File: config.mk
export PLATFORM = sky130hd
export DESIGN_NAME = fft_bfly_executor
export DESIGN_NICKNAME = d
export VERILOG_FILES = /design/src/rtl/fft_bfly_executor.sv
export SDC_FILE = /design/constraint.sdc
export NUM_CORES = 2
export LEC_CHECK = 0
export ABC_AREA = 1
export BUFFER_PORTS_ARGS = -buffer_cell sky130_fd_sc_hd__buf_4
export CAP_MARGIN = 10
export CORE_UTILIZATION = 45
export CTS_CLUSTER_DIAMETER = 100
export DETAILED_ROUTE_END_ITERATION = 10
export GPL_TIMING_DRIVEN = 0
export PLACE_DENSITY_LB_ADDON = 0.1
export SLEW_MARGIN = 5
export SYNTH_ARGS = -nofsm -noshare
export SYNTH_HDL_FRONTEND = slang
export SYNTH_SLANG_ARGS = --single-unit
File: constraint.sdc
create_clock -name clk -period 7.45 [get_ports clk]
set_input_delay 0.745 -clock clk [delete_from_list [all_inputs] [get_ports clk]]
set_output_delay 0.745 -clock clk [all_outputs]
set_load 0.05 [all_outputs]
File: src/rtl/fft_bfly_executor.sv
// fft_bfly_executor: 16-point radix-2 DIT butterfly engine.
// Pair read, twiddle multiply, add/sub, in-place write; 1 butterfly/cycle.
module fft_bfly_executor #(
    parameter int DW    = 16,
    parameter bit SCALE = 1'b1
) (
    input  logic            clk,
    input  logic            reset,
    input  logic            cmd_valid,
    input  logic [3:0]      cmd_stage,
    input  logic [3:0]      cmd_addr,
    output logic            cmd_ready,
    output logic            mem_rd_en,
    output logic [3:0]      mem_rd_addr_a,
    output logic [3:0]      mem_rd_addr_b,
    input  logic [2*DW-1:0] mem_rd_data_a,
    input  logic [2*DW-1:0] mem_rd_data_b,
    output logic            mem_wr_en,
    output logic [3:0]      mem_wr_addr_a,
    output logic [3:0]      mem_wr_addr_b,
    output logic [2*DW-1:0] mem_wr_data_a,
    output logic [2*DW-1:0] mem_wr_data_b,
    output logic            stage_done,
    output logic            err_stage,
    output logic            busy
);
    localparam int PW = DW + 17;
    typedef logic signed [DW-1:0] cpt_t;

    logic            v0_q, v1_q, v2_q, v3_q;
    logic [3:0]      ta0_q, tb0_q, ta1_q, tb1_q;
    logic [3:0]      ta2_q, tb2_q, ta3_q, tb3_q;
    logic [2:0]      tw0_q, tw1_q;
    cpt_t            ar2_q, ai2_q, pr2_q, pi2_q;
    logic [2*DW-1:0] wa3_q, wb3_q;
    logic [3:0]      cnt_q, cnt_d, cur_q, cur_d;
    logic            done_q, done_d, err_q, err_d;

    logic            stage_ok, accept, real_bf, new_stg;
    logic [1:0]      s;
    logic [3:0]      k, h, j, top_d, bot_d;
    logic [2:0]      tw_d;

    cpt_t                 br, bi, ar, ai, pr_d, pi_d;
    logic signed [15:0]   wr, wi;
    logic signed [PW-1:0] pr_f, pi_f;
    logic signed [DW:0]   sar, sai, sbr, sbi;
    logic [2*DW-1:0]      wa_d, wb_d;

    function automatic logic [31:0] tw_rom(input logic [2:0] t);
        logic [31:0] w;
        w = '0;
        unique case (t)
            3'd0: w = {16'sd32767, 16'sd0};
            3'd1: w = {16'sd30274, -16'sd12540};
            3'd2: w = {16'sd23170, -16'sd23170};
            3'd3: w = {16'sd12540, -16'sd30274};
            3'd4: w = {16'sd0, -16'sd32767};
            3'd5: w = {-16'sd12540, -16'sd30274};
            3'd6: w = {-16'sd23170, -16'sd23170};
            3'd7: w = {-16'sd30274, -16'sd12540};
        endcase
        return w;
    endfunction

    function automatic cpt_t scl(input logic signed [DW:0] x);
        return SCALE ? DW'(x >>> 1) : DW'(x);
    endfunction

    // A stage switch must wait for the old stage's writes to land.
    assign busy      = v0_q | v1_q | v2_q | v3_q;
    assign cmd_ready = ~reset & ~(busy & (cmd_stage != cur_q));
    assign accept    = cmd_valid & cmd_ready;
    assign stage_ok  = ~|cmd_stage[3:2];
    assign real_bf   = accept & stage_ok & ~cmd_addr[3];
    assign new_stg   = accept & stage_ok & (cmd_stage != cur_q);
    assign err_d     = accept & ~stage_ok;
    assign cur_d     = new_stg ? cmd_stage : cur_q;

    assign s     = cmd_stage[1:0];
    assign k     = {1'b0, cmd_addr[2:0]};
    assign h     = 4'd1 << s;
    assign j     = k & (h - 4'd1);
    assign top_d = ((k >> s) << ({1'b0, s} + 3'd1)) | j;
    assign bot_d = top_d + h;
    assign tw_d  = 3'(j << (2'd3 - s));

    assign {br, bi} = mem_rd_data_b;
    assign {ar, ai} = mem_rd_data_a;
    assign {wr, wi} = tw_rom(tw1_q);

    assign pr_f = PW'(br) * PW'(wr) - PW'(bi) * PW'(wi);
    assign pi_f = PW'(br) * PW'(wi) + PW'(bi) * PW'(wr);
    assign pr_d = DW'(pr_f >>> 15);
    assign pi_d = DW'(pi_f >>> 15);

    assign sar  = (DW+1)'(ar2_q) + (DW+1)'(pr2_q);
    assign sai  = (DW+1)'(ai2_q) + (DW+1)'(pi2_q);
    assign sbr  = (DW+1)'(ar2_q) - (DW+1)'(pr2_q);
    assign sbi  = (DW+1)'(ai2_q) - (DW+1)'(pi2_q);
    assign wa_d = {scl(sar), scl(sai)};
    assign wb_d = {scl(sbr), scl(sbi)};

    always_comb begin
        cnt_d  = cnt_q;
        done_d = 1'b0;
        if (v2_q) begin
            if (cnt_q == 4'd7) begin
                cnt_d  = 4'd0;
                done_d = 1'b1;
            end else begin
                cnt_d = cnt_q + 4'd1;
            end
        end else if (new_stg) begin
            cnt_d = 4'd0;
        end
    end

    always_ff @(posedge clk or posedge reset) begin
        if (reset) begin
            v0_q   <= 1'b0;
            v1_q   <= 1'b0;
            v2_q   <= 1'b0;
            v3_q   <= 1'b0;
            ta0_q  <= '0;
            tb0_q  <= '0;
            ta1_q  <= '0;
            tb1_q  <= '0;
            ta2_q  <= '0;
            tb2_q  <= '0;
            ta3_q  <= '0;
            tb3_q  <= '0;
            tw0_q  <= '0;
            tw1_q  <= '0;
            ar2_q  <= '0;
            ai2_q  <= '0;
            pr2_q  <= '0;
            pi2_q  <= '0;
            wa3_q  <= '0;
            wb3_q  <= '0;
            cnt_q  <= '0;
            cur_q  <= '0;
            done_q <= 1'b0;
            err_q  <= 1'b0;
        end else begin
            v0_q <= real_bf;
            if (real_bf) begin
                ta0_q <= top_d;
                tb0_q <= bot_d;
                tw0_q <= tw_d;
            end
            v1_q <= v0_q;
            if (v0_q) begin
                ta1_q <= ta0_q;
                tb1_q <= tb0_q;
                tw1_q <= tw0_q;
            end
            v2_q <= v1_q;
            if (v1_q) begin
                ta2_q <= ta1_q;
                tb2_q <= tb1_q;
                ar2_q <= ar;
                ai2_q <= ai;
                pr2_q <= pr_d;
                pi2_q <= pi_d;
            end
            v3_q <= v2_q;
            if (v2_q) begin
                ta3_q <= ta2_q;
                tb3_q <= tb2_q;
                wa3_q <= wa_d;
                wb3_q <= wb_d;
            end
            cnt_q  <= cnt_d;
            cur_q  <= cur_d;
            done_q <= done_d;
            err_q  <= err_d;
        end
    end

    assign mem_rd_en     = v0_q;
    assign mem_rd_addr_a = ta0_q;
    assign mem_rd_addr_b = tb0_q;
    assign mem_wr_en     = v3_q;
    assign mem_wr_addr_a = ta3_q;
    assign mem_wr_addr_b = tb3_q;
    assign mem_wr_data_a = wa3_q;
    assign mem_wr_data_b = wb3_q;
    assign stage_done    = done_q;
    assign err_stage     = err_q;

endmodule

After elaboration in Yosys (flattened, before gate mapping)
Memory sizes are Yosys's and may differ from the RTL's.
Index checks and enable logic that the tools add are counted.
{ "word_totals": {"reg_bits": 180, "romBits": 248, "input_bits": 75, "out_inout_bits": 86, "wordCells": 69, "mem_count": 1} }
{ "mem_list": {"columns": ["memory", "depth", "width", "read_ports", "rd_ports_with_merged_regs", "write_ports", "line", "source"], "rows": [
  ["(no name shown)", 8, 31, 1, 0, 0, "53", "unique case (t)"]
]} }
{ "classes": {"addsub": 11, "multipliers": 4, "eq_ne": 2, "shift": 4, "muxes": 5, "n_bitwise": 15, "n_reduce_logical": 3} }
{ "op_table": {"columns": ["operator", "n"], "rows": [
  ["$mul A16 B16 Y31", 4],
  ["$add A16 B16 Y17", 2],
  ["$sub A16 B16 Y17", 2],
  ["$add A31 B31 Y31", 1],
  ["$sub A31 B31 Y31", 1],
  ["$mux W4", 3],
  ["$and A1 B1 Y1", 7],
  ["$add A4 B1 Y4 const B", 1],
  ["$add A4 B4 Y4", 1],
  ["$and A3 B4 Y4", 1],
  ["$eq A4 B3 Y1 const B", 1],
  ["$ne A4 B4 Y1", 1],
  ["$or A4 B4 Y4", 1],
  ["$shl A1 B2 Y4 const A", 1],
  ["$shl A4 B2 Y3", 1],
  ["$shl A4 B3 Y4", 1],
  ["$shr A3 B2 Y4", 1],
  ["$sub A4 B1 Y4 const B", 1],
  ["$add A2 B1 Y3 const B", 1],
  ["$not A1 Y1", 3],
  ["$or A1 B1 Y1", 3],
  ["$mux W1", 2],
  ["$reduce_bool A2 Y1", 1],
  ["$reduce_or A2 Y1", 1],
  ["2 further kinds", 2]
]} }

Depth between registers and ports, before layout
{ "depth": {"ltp_word": 11, "depth_mapped": 40, "depth_no_buf": 37} }

Worst setup path after synthesis
Ideal clock, no wire load.
{ "synth_timing": {"path_type": "input to register", "startpoint": "input port mem_rd_data_b[15]", "endpoint": "register pr2_q[10]", "setup_ns": 0.134, "arrival_time_ns": 7.985, "required_ns": 7.316, "slack_ns": -0.669, "path_stages": 28, "path_buffers": 2, "cell_sequence": "buf_2 > inv_1 > clkbuf_1 > nor2_1 > inv_1 > fa_1 > fa_1 > inv_1 > fa_1 > inv_1 > fa_1 > fa_1 > fa_1 > fa_1 > inv_1 > fa_1 > inv_1 > ha_1 > nand2_1 > nor2_1 > and3_1 > nand4_1 > nand3_1 > nand2_1 > nand2_1 > or2_2 > nand3_1 > o21ai_0"} }
{ "synth_via": {"elab_chain_len": 2} }
{ "synth_rtl": {"columns": ["item", "line", "source"], "rows": [
  ["start: declaration", "17", "input logic [2*DW-1:0] mem_rd_data_b,"],
  ["$mul A16 B16 Y31", "92", "assign pr_f = PW'(br) * PW'(wr) - PW'(bi) * PW'(wi);"],
  ["$sub A31 B31 Y31", "92", null],
  ["end signal: assignment", "164", "pr2_q <= pr_d;"],
  ["end: declaration", "34", "cpt_t ar2_q, ai2_q, pr2_q, pi2_q;"]
]} }
No other way between the ends.
A chain may end at the register's enable or synchronous reset.

Final worst setup path
{ "layout_timing": {"startpoint": "register tw1_q[0]", "endpoint": "register pr2_q[12]"} }
{ "layout_via": {"elab_chain_len": 3, "word_cells_on_any_way": 4, "cone_classes": "1 x add/sub; 2 x mul; 1 x memory"} }
{ "layout_rtl": {"columns": ["item", "line", "source"], "rows": [
  ["start: declaration", "33", "logic [2:0] tw0_q, tw1_q;"],
  ["start signal: assignment", "156", "tw1_q <= tw0_q;"],
  ["$mem_v2 Z8 W31 *", null, null],
  ["$mul A16 B16 Y31", "92", null],
  ["$sub A31 B31 Y31 *", "92", null]
]} }
Mark *: on every way between the ends. The rest lies on a longest branch, timed or not.

==> out/metrics.cfg <==
[status]
outcome=finished with violations
violations=negative setup slack

[clocking]
clock_latency_ns=0.50
clockRootBuffer=clkbuf_16
cts_buffers=25
hold_buffers=0
clk_pin_slew_ns=0.07
cts.sinks=180
clockBufferDepth=3
cts_tree=done
htreeDepth=4

[grt]
grt_max_degree=95
grt_overflow=0
grt_pass1_wl_mm=245
grt_use_total_pct=32.0
grt_pass1_vias=38681
antenna_found_initial=6

[detailed_routing]
drt-total-wl_mm=164
ant_nets=0
vias=36606
drt_iter0_markers=2785
post-route-drc-count=0
viasPerCell=5.06
wl_per_cell_um=22.7
dr.pass1.iters=5

[flow_run]
max-cap-violations=0

[worst_setup_path]
crit_path_max_incr_delay_ns=0.60
cpMaxStageDelayCell=fa_2
critical_path.most_common_cell=fa_1
crit_type=flip-flop to flip-flop
cp-start-kind=flip-flop
endpoint_kind=flip-flop
cp.arrival_ns=8.28
cp_max_fo=10
crit_required_ns=7.79

[final_layout]
multiInputGateArea_mm2=0.0379
fill_cells=9966
final_cells=7232
seq_area_mm2=0.00451
drive_gt1_share_pct=16.0
layout_common_cells=1569 x inv_1, 1026 x fa_1, 803 x nand2_1
layout-area-overhead-vs-synth_pct=17.5
final_nets=7395
fin_util_pct=53.3
layout.cells.most_common=inv_1

[floorplan]
io_pins=161
die_x_um=325
core_region_area_mm2=0.103
rows=118
dieArea_mm2=0.105
die-height_um=325
initial_utilization_pct=45.3

[sta]
rsz0062_at_grt=yes
max_freq_mhz=126
drv_slew=0
finalSetupViolations=30
layout_setup_ws_ns=-0.489
slew_headroom_pct=18.7
hold_viol_final=0
fin_worst_skew_ns=0.0160
worst_pin_slew_ns=1.22
finalCritPeriodShare_pct=107
fin_crit_ns=7.94

[place]
port_buffers=142
dp_hpwl_mm=139
dp_cells=7022
gp_congestion=1.00

[min_path]
hp-class=input port to async pin

[synth]
synth-main-ff-cell=dfrtp_1
synth_edf_count=0
synth_nets=7048
yosys_register_bits=180
syn_area_per_cell_um2=8.53
ys_types=49
yosysSeqAreaShare_pct=9.61
syn_area_mm2=0.0469
async_flop_share_pct=100
syn-instance-count=5497
synth_warnings=0

-- timing repair --
action,CTS,global route
setup endpoints to repair,32,32
pin swaps,143,108
cloned,1,0
setup buffers,118,58
resized for setup,659,220
-- synth_stat cells (4+ instances only) --
cell type / count / area share [%]
o21ai_1: 5 / 0.053
dfrtp_1: 180 / 9.6
ha_1: 411 / 11
nand2_2: 6 / 0.080
nand3_1: 128 / 1.4
o21a_1: 4 / 0.064
nor3_1: 21 / 0.22
a21oi_1: 135 / 1.4
xnor2_1: 24 / 0.45
fa_1: 1065 / 45
o211ai_1: 7 / 0.11
nand4_1: 23 / 0.31
nand3b_1: 11 / 0.18
or2_2: 32 / 0.43
o31ai_1: 8 / 0.13
xor2_1: 44 / 0.82
clkinv_1: 11 / 0.088
buf_1: 11 / 0.088
inv_1: 1631 / 13
o21ai_0: 173 / 1.8
o21bai_1: 8 / 0.13
nand2_1: 871 / 7.0
a21o_1: 11 / 0.18
clkbuf_1: 136 / 1.1
a31oi_1: 23 / 0.31
inv_2: 4 / 0.032
nor2_2: 5 / 0.067
buf_2: 11 / 0.12
nor2_1: 467 / 3.7
-- per-stage QoR --
step / area, um^2 / setup TNS [ns] / hold WS (ns) / setup slack (ns)
CTS: 53900 / -7.19 / 0.336 / -0.406
global route: 55100 / -14.95 / 0.365 / -0.676
finish: 55100 / -8.43 / 0.316 / -0.489
floorplan: 46900 / -0.0517 / 0.352 / -0.0213
global placement: 49700 / -147.22 / 0.359 / -3.03
detailed placement: 49800 / -64.24 / 0.362 / -2.53
-- layout make-up --
type | count | share of cell area [%]
multi-input cells | 3506 | 68.8
inverters | 1647 | 11.4
flip-flops and latches | 180 | 8.19
repair buffers | 322 | 4.83
well taps | 1380 | 3.14
plain buffers | 162 | 2.25
clock buffers | 28 | 1.19
clock inverters | 4 | 0.173
diodes | 3 | 0.0136
-- kinds of logic after synthesis --
family,after synthesis,synth area share [%]
AO/OA/AOI/OAI,384,4.46
AND/OR/NAND/NOR,1576,13.5
adder cells (fa/ha/maj),1476,56.5
flip-flops,180,9.61
XOR/XNOR,68,1.27
multiplexers,2,0.0481
buffers and inverters,1811,14.6
-- sequential cells by signal (all words and copies together), names as in the netlist, 3 cells and up --
| signal | count |
|---|---|
| mem_wr_data_a | 32 |
| mem_wr_data_b | 32 |
| ai2_q | 16 |
| ar2_q | 16 |
| pi2_q | 16 |
| pr2_q | 16 |
| cnt_q | 4 |
| cur_q | 4 |
| mem_rd_addr_a | 4 |
| mem_rd_addr_b | 4 |
| mem_wr_addr_a | 4 |
| mem_wr_addr_b | 4 |
| ta1_q | 4 |
| ta2_q | 4 |
| tb1_q | 4 |
| tb2_q | 4 |
| tw0_q | 3 |
| tw1_q | 3 |
-- critical path, delay by kind of cell (launching register included) --
| kind | cells | cell delay, ns |
|---|---|---|
| adder cells (fa/ha/maj) | 10 | 4.61 |
| AO/OA/AOI/OAI | 1 | 0.09 |
| buffers and inverters | 10 | 0.91 |
| AND/OR/NAND/NOR | 14 | 1.58 |
| flip-flops | 1 | 0.53 |
-- routing by layer --
layer | global-route usage, % | wire [um] | up-vias
met5 | 0 | 46 | -
met4 | 13.3 | 8210 | 8
met3 | 5.11 | 11800 | 274
met2 | 51.8 | 76600 | 1357
met1 | 42.8 | 67500 | 18434
li1 | - | - | 16533
-- worst paths after layout --
kind	from	to	slack (ns)	cells after the start
hold / removal	reset	mem_rd_addr_a[2]	0.32	2
hold reg to reg	v2_q	mem_wr_en	0.38	0
setup / recovery	tw1_q[0]	pr2_q[12]	-0.49	35
setup reg to reg	tw1_q[0]	pr2_q[12]	-0.49	35
min in group clk	v2_q	mem_wr_en	0.38	0
max in group asynchronous	reset	pi2_q[0]	6.21	3
Power is not shown: default switching activity piles up to over one toggle a cycle in this logic, so the estimate is an artifact.
